[config.mk]
export PLATFORM = sky130hd
export DESIGN_NAME = seq_alu_flat
export DESIGN_NICKNAME = d
export VERILOG_FILES = /design/src/rtl/seq_alu_if.sv /design/src/rtl/seq_alu.sv /design/src/flat_wrapper.sv
export SDC_FILE = /design/constraint.sdc
export NUM_CORES = 1
export LEC_CHECK = 0
export CAP_MARGIN = 20
export CORE_ASPECT_RATIO = 0.6
export CORE_MARGIN = 5
export CORE_UTILIZATION = 46
export DETAILED_ROUTE_END_ITERATION = 16
export PLACE_DENSITY = 0.64
export REMOVE_ABC_BUFFERS = 1
export SLEW_MARGIN = 0
export SYNTH_ARGS = -nofsm -noshare
export SYNTH_HDL_FRONTEND = slang
export SYNTH_SLANG_ARGS = --single-unit
[constraint.sdc]
create_clock -name clk -period 3 [get_ports clk]
set_clock_uncertainty 0.05 [all_clocks]
set_input_delay 0.45 -clock clk [delete_from_list [all_inputs] [get_ports clk]]
set_output_delay 0.45 -clock clk [all_outputs]
set_load 0.05 [all_outputs]
[src/rtl/seq_alu_if.sv]
`default_nettype none
// ============================================================================
// Module   : seq_alu_if
// Purpose  : Request/result bundle between a sequencing controller and seq_alu.
// Revision : 1.0 - initial release
// ============================================================================
interface seq_alu_if #(
    parameter int W = 5
);
    logic         start;
    logic [1:0]   s;
    logic [W-1:0] a;
    logic [W-1:0] b;
    logic [W-1:0] y;
    logic         c;
    logic         busy;
    logic         done;

    modport master (output start, s, a, b, input y, c, busy, done);
    modport slave  (input start, s, a, b, output y, c, busy, done);
endinterface
`default_nettype wire

[src/rtl/seq_alu.sv]
`default_nettype none
// ============================================================================
// Module   : seq_alu
// Purpose  : Registered AND/OR/ADD (1 cycle) and shift-add MUL (W cycles) unit.
// Revision : 1.0 - initial release
// ============================================================================
module seq_alu #(
    parameter int W = 5
) (
    input  wire logic   clk,
    input  wire logic   rst,
    seq_alu_if.slave    bus
);

    localparam int             CW          = $clog2(W);
    localparam logic [CW-1:0]  C_LAST      = CW'(W - 1);
    localparam logic [1:0]     C_OP_AND    = 2'd0;
    localparam logic [1:0]     C_OP_OR     = 2'd1;
    localparam logic [1:0]     C_OP_ADD    = 2'd2;
    localparam logic [1:0]     C_OP_MUL    = 2'd3;

    typedef enum logic [1:0] {
        IDLE = 2'd0,
        EXEC = 2'd1,
        MUL  = 2'd2,
        DONE = 2'd3
    } state_t;

    state_t             state_q, state_d;
    logic [1:0]         op_q, op_d;
    logic [W-1:0]       a_q, a_d;
    logic [W-1:0]       b_q, b_d;
    logic [CW-1:0]      cnt_q, cnt_d;
    logic [2*W-1:0]     acc_q, acc_d;
    logic [2*W-1:0]     mcand_q, mcand_d;
    logic [W-1:0]       mplier_q, mplier_d;
    logic [W-1:0]       y_q, y_d;
    logic               c_q, c_d;

    logic [W:0]         w_sum;
    logic [2*W-1:0]     w_acc_nxt;

    assign w_sum     = {1'b0, a_q} + {1'b0, b_q};
    assign w_acc_nxt = acc_q + (mplier_q[0] ? mcand_q : '0);

    always_ff @(posedge clk or posedge rst) begin
        if (rst) begin
            state_q  <= IDLE;
            op_q     <= '0;
            a_q      <= '0;
            b_q      <= '0;
            cnt_q    <= '0;
            acc_q    <= '0;
            mcand_q  <= '0;
            mplier_q <= '0;
            y_q      <= '0;
            c_q      <= 1'b0;
        end else begin
            state_q  <= state_d;
            op_q     <= op_d;
            a_q      <= a_d;
            b_q      <= b_d;
            cnt_q    <= cnt_d;
            acc_q    <= acc_d;
            mcand_q  <= mcand_d;
            mplier_q <= mplier_d;
            y_q      <= y_d;
            c_q      <= c_d;
        end
    end

    always_comb begin
        state_d  = state_q;
        op_d     = op_q;
        a_d      = a_q;
        b_d      = b_q;
        cnt_d    = cnt_q;
        acc_d    = acc_q;
        mcand_d  = mcand_q;
        mplier_d = mplier_q;
        y_d      = y_q;
        c_d      = c_q;

        case (state_q)
            // Accepting from DONE behaves exactly like accepting from IDLE.
            IDLE, DONE: begin
                if (bus.start) begin
                    op_d     = bus.s;
                    a_d      = bus.a;
                    b_d      = bus.b;
                    cnt_d    = '0;
                    acc_d    = '0;
                    mcand_d  = {{W{1'b0}}, bus.a};
                    mplier_d = bus.b;
                    state_d  = (bus.s == C_OP_MUL) ? MUL : EXEC;
                end else begin
                    state_d  = IDLE;
                end
            end
            EXEC: begin
                c_d = 1'b0;
                case (op_q)
                    C_OP_AND: y_d = a_q & b_q;
                    C_OP_OR:  y_d = a_q | b_q;
                    C_OP_ADD: begin
                        y_d = w_sum[W-1:0];
                        c_d = w_sum[W];
                    end
                    default:  y_d = y_q;
                endcase
                state_d = DONE;
            end
            MUL: begin
                acc_d    = w_acc_nxt;
                mcand_d  = mcand_q << 1;
                mplier_d = mplier_q >> 1;
                cnt_d    = cnt_q + 1'b1;
                if (cnt_q == C_LAST) begin
                    y_d     = w_acc_nxt[W-1:0];
                    c_d     = |w_acc_nxt[2*W-1:W];
                    state_d = DONE;
                end
            end
            default: state_d = IDLE;
        endcase
    end

    assign bus.y    = y_q;
    assign bus.c    = c_q;
    assign bus.busy = (state_q == EXEC) || (state_q == MUL);
    assign bus.done = (state_q == DONE);

endmodule
`default_nettype wire

[src/flat_wrapper.sv]
// flat-port wrapper written by rule: the top's interface ports become plain ports
module seq_alu_flat 
#(
    parameter int W = 5
)
  (clk, rst, bus_start, bus_s, bus_a, bus_b, bus_y, bus_c, bus_busy, bus_done);
  seq_alu_if #(.W(W)) bus_i ();
  input  wire logic clk;
  input  wire logic rst;
  input wire logic [$bits(bus_i.start)-1:0] bus_start;
  input wire logic [$bits(bus_i.s)-1:0] bus_s;
  input wire logic [$bits(bus_i.a)-1:0] bus_a;
  input wire logic [$bits(bus_i.b)-1:0] bus_b;
  output wire logic [$bits(bus_i.y)-1:0] bus_y;
  output wire logic [$bits(bus_i.c)-1:0] bus_c;
  output wire logic [$bits(bus_i.busy)-1:0] bus_busy;
  output wire logic [$bits(bus_i.done)-1:0] bus_done;
  assign bus_i.start = bus_start;
  assign bus_i.s = bus_s;
  assign bus_i.a = bus_a;
  assign bus_i.b = bus_b;
  assign bus_y = bus_i.y;
  assign bus_c = bus_i.c;
  assign bus_busy = bus_i.busy;
  assign bus_done = bus_i.done;
  seq_alu #(.W(W)) u_core (.clk(clk), .rst(rst), .bus(bus_i));
endmodule
# [After elaboration in Yosys (flattened, before gate mapping)]
# Cells that the tools add are included.
[word_totals] reg_bits=48 latch_bits=0 mem_bits_rw=0 mem_bits_ro=0 inputBits=15 out_inout_bits=8 elab_cells=55 n_memories=0
[op_classes] n_addsub=3 n_mul=0 n_div=0 magnitude_cmp=0 eq_ne=10 n_shift=0 muxes=19 bitwise=2 reduce_logical=11
[op_table] operator="case mux 10 bit (2 select lines)" count=2
[op_table] operator="two-way mux 10 bit" count=3
[op_table] operator="case mux 5 bit (2 select lines)" count=2
[op_table] operator="case mux 5 bit (3 select lines)" count=1
[op_table] operator="adder 10 bit" count=1
[op_table] operator="two-way mux 5 bit" count=2
[op_table] operator="== test 2 bit, second input constant" count=4
[op_table] operator="adder 5 x 5 -> 6 bit" count=1
[op_table] operator="two-way mux 2 bit" count=3
[op_table] operator="case mux 2 bit (3 select lines)" count=1
[op_table] operator="case mux 3 bit (2 select lines)" count=1
[op_table] operator="AND reduction 2 bit" count=3
[op_table] operator="bitwise AND 5 bit" count=1
[op_table] operator="OR 5 bit" count=1
[op_table] operator="OR reduction 5 bit" count=1
[op_table] operator="== test 2 x 1 -> 1 bit, second input constant" count=2
[op_table] operator="zero test 2 bit" count=2
[op_table] operator="inequality test 4 bit, second input constant" count=1
[op_table] operator="nonzero test 2 bit" count=2
[op_table] operator="adder 3 x 1 -> 3 bit, second input constant" count=1
[op_table] operator="== test 3 bit, second input constant" count=1
[op_table] operator="two-way mux 3 bit" count=1
[op_table] operator="AND reduction 3 bit" count=1
[op_table] operator="two-way mux 1 bit" count=2
[op_table] operator="other kinds (5)" count=5

# [Depth between registers and ports, before layout]
# Gate-level depths: netlist of the first run.
[depth] word_depth=5 mapped_depth=11 depth_no_buf=10

# [Worst setup path after synthesis of the first run]
# No wires, ideal clock.
[synth_path] path_kind="flip-flop to flip-flop" startpoint="register u_core.mplier_q[0]" endpoint="register u_core.c_q (netlist: u_core.bus.c)" setup_time_ns=0.133 arrival_time_ns=2.086 required_time_ns=2.817 setup_slack_ns=0.732 stages_incl_launch_ff=12 path_buffers=1 synth_period_minus_slack_ns=2.268 cell_sequence="dfrtp_1 -> clkbuf_1 -> and2_1 -> ha_1 -> inv_1 -> fa_1 -> inv_1 -> a21o_1 -> a211o_1 -> xor2_1 -> nor4_1 -> a31oi_1"
[synth_via] elab_chain_cells=5
[synth_rtl] element="start, declared" line="seq_alu.sv:36" source="logic [W-1:0] mplier_q, mplier_d;"
[synth_rtl] element="start signal, assigned" line="seq_alu.sv:66" source="mplier_q <= mplier_d;"
[synth_rtl] element="two-way mux 10 bit" line="seq_alu.sv:44" source="assign w_acc_nxt = acc_q + (mplier_q[0] ? mcand_q : '0);"
[synth_rtl] element="adder 10 bit" line="seq_alu.sv:44"
[synth_rtl] element="OR reduction 5 bit" line="seq_alu.sv:120" source="c_d = |w_acc_nxt[2*W-1:W];"
[synth_rtl] element="two-way mux 1 bit" line="seq_alu.sv:118" source="if (cnt_q == C_LAST) begin"
[synth_rtl] element="case mux 1 bit (2 select lines)" line="seq_alu.sv:84" source="case (state_q)"
[synth_rtl] element="end signal, assigned" line="seq_alu.sv:57" source="c_q <= 1'b0;"
[synth_rtl] element="end signal, assigned" line="seq_alu.sv:68" source="c_q <= c_d;"
[synth_rtl] element="end, declared" line="seq_alu.sv:38" source="logic c_q, c_d;"
# Every way passes these cells. The select of a mux whose other input is x is not followed.
# A chain may end at the register's enable or synchronous reset.

# [Worst setup path after layout of the first run]
[layout_path] startpoint="register u_core.state_q[0]" endpoint="output port bus_busy"
[layout_via] elab_chain_cells=2 word_cells_on_any_way=3 cone_classes="2 x eq/ne; 1 x reduce/logical"
[layout_rtl] element="start, declared" line="seq_alu.sv:29" source="state_t state_q, state_d;"
[layout_rtl] element="start signal, assigned" line="seq_alu.sv:59" source="state_q <= state_d;"
[layout_rtl] element="== test 2 x 1 -> 1 bit / == test 2 bit (equally long branches)" line="seq_alu.sv:130" source="assign bus.busy = (state_q == EXEC) || (state_q == MUL);"
[layout_rtl] element="logical OR 1 bit *" line="seq_alu.sv:130"
[layout_rtl] element="end, declared" line="flat_wrapper.sv:16" source="output wire logic [$bits(bus_i.busy)-1:0] bus_busy;"
# Every way passes the cells marked *; elsewhere a longest branch is shown, timed or not.

==> metrics.txt, run 1 <==
Diodes inserted=0; die height=71.30 um; critical path class=flip-flop to output pin; top cell type's share of synthesized area=41.70%; Max IR drop VDD=0.5569 mV; Slew HR=58.82%; wire per inst=15.65 um; pin count of the biggest net entering global routing=49; Die W=112.2 um; GPL Wtd Cong=0.9185; Distinct cells, synth=40; vias in the first global route=2104; clock root cell=clkbuf_8; Mapped Avg Cell Area=9.506 um2; drt drc=0; Final setup viols=0; placed inst area=0.003197 mm2; row count=22; Cells after Synth=303; postcts setup bufs=0; GRT overflow=0; Design Area, Final=0.003312 mm2; Initial Util=47.35%; CTS Buf Count=5; Layout area overhead=14.99%; FF/Latch Area=0.001201 mm2; Post-synth EDFFs=0; hold_ws=0.4282 ns; clock network latency to the later pin of the worst-skew pair=0.31 ns; Leakage=1.587 nW; antenna violations before repair=0; top_reg_cell synth=dfrtp_1; Synth area leader=dfrtp_1; MaxCap Viol Count=0; sequential share of the synthesized area=41.70%; Finished Layout Cells=411; DR vias=2161; Hold Fails Final Rpt=0; Multi-input gate area=0.001524 mm2; CP endpoint kind=output pin; final slew viol count=0; cell area power density=1155 mW/mm2; ranking of synthesized cells by area=dfrtp_1, ha_1, nand2_1; Max Clk Rate=373.8 MHz; status=finished clean; post-synthesis mux area share=5.387%; Reg clk slew, reported paths=0.10 ns; hold_buf cts=0; port buffer count=22; Synth top cells by count=dfrtp_1, nand2_1, ha_1, inv_1, nor2_1; mapped cell area=0.002880 mm2; vias per cell=5.258; crit path max fanout=8; Pre-antenna DRT Iters=4; Synth Area in Compound Gates=17.68%; Fill cells=534; Ports=23; Slew @ Worst Pin=0.6177 ns; RSZ-0062 raised after global routing=false; layout cells sized above 1=10.09%; Post-Synth Simple-Gate Area=13.08%; Core Area=0.006083 mm2; Die ar.=0.007996 mm2; Data required, critical path=2.50 ns; dpl hpwl=4.962 mm; H-tree Lvls=2; fin crit period=2.675 ns; Adder-Cell Fraction of Synth Area=13.12%; setup TNS=0 ns; Synth Area in XOR/XNOR=3.649%; asr flop ratio synth=100.0%; Inst Count DP=403; Worst EP arrival=2.18 ns; final wirelength=6.433 mm; Core Util, Final=54.44%; global router's overall resource usage=17.49%; min-delay worst type=flip-flop to flip-flop; CTS tree=done; Gates resized, CTS repair=0; #FFs+latches synth=48; nets@finish=370; Routed Antenna Nets=0; fin crit share=89.17%; first-pass GRT wire length=11.06 mm; CP startpoint kind=flip-flop; Sinks on Clock Net=48; deepest clock path buffer count=2; count leader, synth=dfrtp_1; Iteration-0 DRC Markers=171; yosys warns=0; main combinational cell family by area after synthesis=compound AO/OA/AOI/OAI gates
==> final cells by class <==
class                   instances  share of cell area (%)
clock buffers                   5                   2.078
clock inverters                 3                   1.398
inverters                      27                   3.060
multi-input cells             216                   46.01
flip-flops and latches         48                   36.27
well taps                      84                   3.173
repair buffers                 28                   8.009
==> logic make-up (layout without fill, tap and decap cells) <==
group	after synthesis	after routing
AOI/OAI and AO/OA	75	75
xor gates and xnor gates	12	12
adders and majority gates	29	29
buffers and inverters	39	63
DFF	48	48
muxes	14	14
and+or+nand+nor	86	86
==> through the flow <==
stage	total power [mW]	setup WS, ns
after floorplan	2.697	0.7182
after global placement	3.292	0.6521
after detailed placement	3.335	0.5998
after CTS	3.827	0.3219
after global routing	4.148	0.2485
final	3.826	0.3250
==> cell usage in the layout, fill, tap and decap left out, drive strengths merged, types with 2 or more instances in the layout <==
cell           netlist  final
a21o                 7      7
a21oi               15     15
a22o                 5      5
a31oi                5      5
and2                 8      8
and3                 2      2
buf                  8      6
clkbuf               4      5
clkdlybuf4s50        0     22
dfrtp               48     48
fa                   2      2
ha                  27     27
inv                 27     28
mux2                12     12
mux2i                2      2
nand2               36     36
nand2b               2      2
nand3                8      8
nor2                24     24
nor2b                2      2
o211ai               6      6
o21a                 3      3
o21ai               17     17
o22ai                8      8
o31ai                2      2
or3                  2      2
xnor2                6      6
xor2                 6      6
==> power breakdown <==
group          switching (mW)  internal, mW  leakage [nW]
Combinational            1.30         0.906         0.941
Clock                   0.240         0.251        0.0548
Sequential              0.221         0.904         0.592
==> flip-flops by register name (all words and copies together), names as in the netlist <==
register	cells
u_core.b_q	5
u_core.state_q	2
u_core.bus.y	5
u_core.bus.c	1
u_core.mcand_q	10
u_core.cnt_q	3
u_core.acc_q	10
u_core.mplier_q	5
u_core.a_q	5
u_core.op_q	2
==> critical path, cell delays in order (launching register included) <==
cell	delay (ns)
dfrtp_1	0.41
inv_1	0.06
ha_1	0.40
inv_1	0.17
clkdlybuf4s50_1	0.82
==> final timing paths <==
check	slack (ns)	cells after the start	end	start
max	0.32	4	bus_busy	u_core.state_q[0]$_DFFE_PP0N_
min	0.43	2	u_core.mcand_q[9]$_DFFE_PP0P_	u_core.mcand_q[9]$_DFFE_PP0P_
max reg2reg	0.58	10	u_core.bus.c$_DFFE_PP0P_	u_core.mplier_q[0]$_DFFE_PP0P_
min reg2reg	0.43	2	u_core.mcand_q[9]$_DFFE_PP0P_	u_core.mcand_q[9]$_DFFE_PP0P_
max in group asynchronous	1.92	3	u_core.bus.y[0]$_DFFE_PP0P_	rst
min in group asynchronous	0.54	3	u_core.mcand_q[6]$_DFFE_PP0P_	rst
==> routing by layer <==
metal / up-vias / track usage (%) / share of wire (%)
met5: - / 0 / 0
met4: 0 / 4.000 / 0.62
met3: 5 / 3.291 / 5.2
met2: 53 / 23.63 / 37
met1: 1013 / 28.39 / 57
li1: 1090 / - / -
Note: power is estimated with default switching activity, not from simulation.
==> run 2, diff against run 1 <==
HOLD_SLACK_MARGIN = 0.1   (was unset)
==> results of run 2 <==
Same layout as run 1: the final DEF is identical, and so are final timing and power.
==> run 3, diff against run 2 <==
SKIP_LAST_GASP = 1   (was unset)
==> results of run 3 <==
Same layout as run 1: the final DEF is identical, and so are final timing and power.
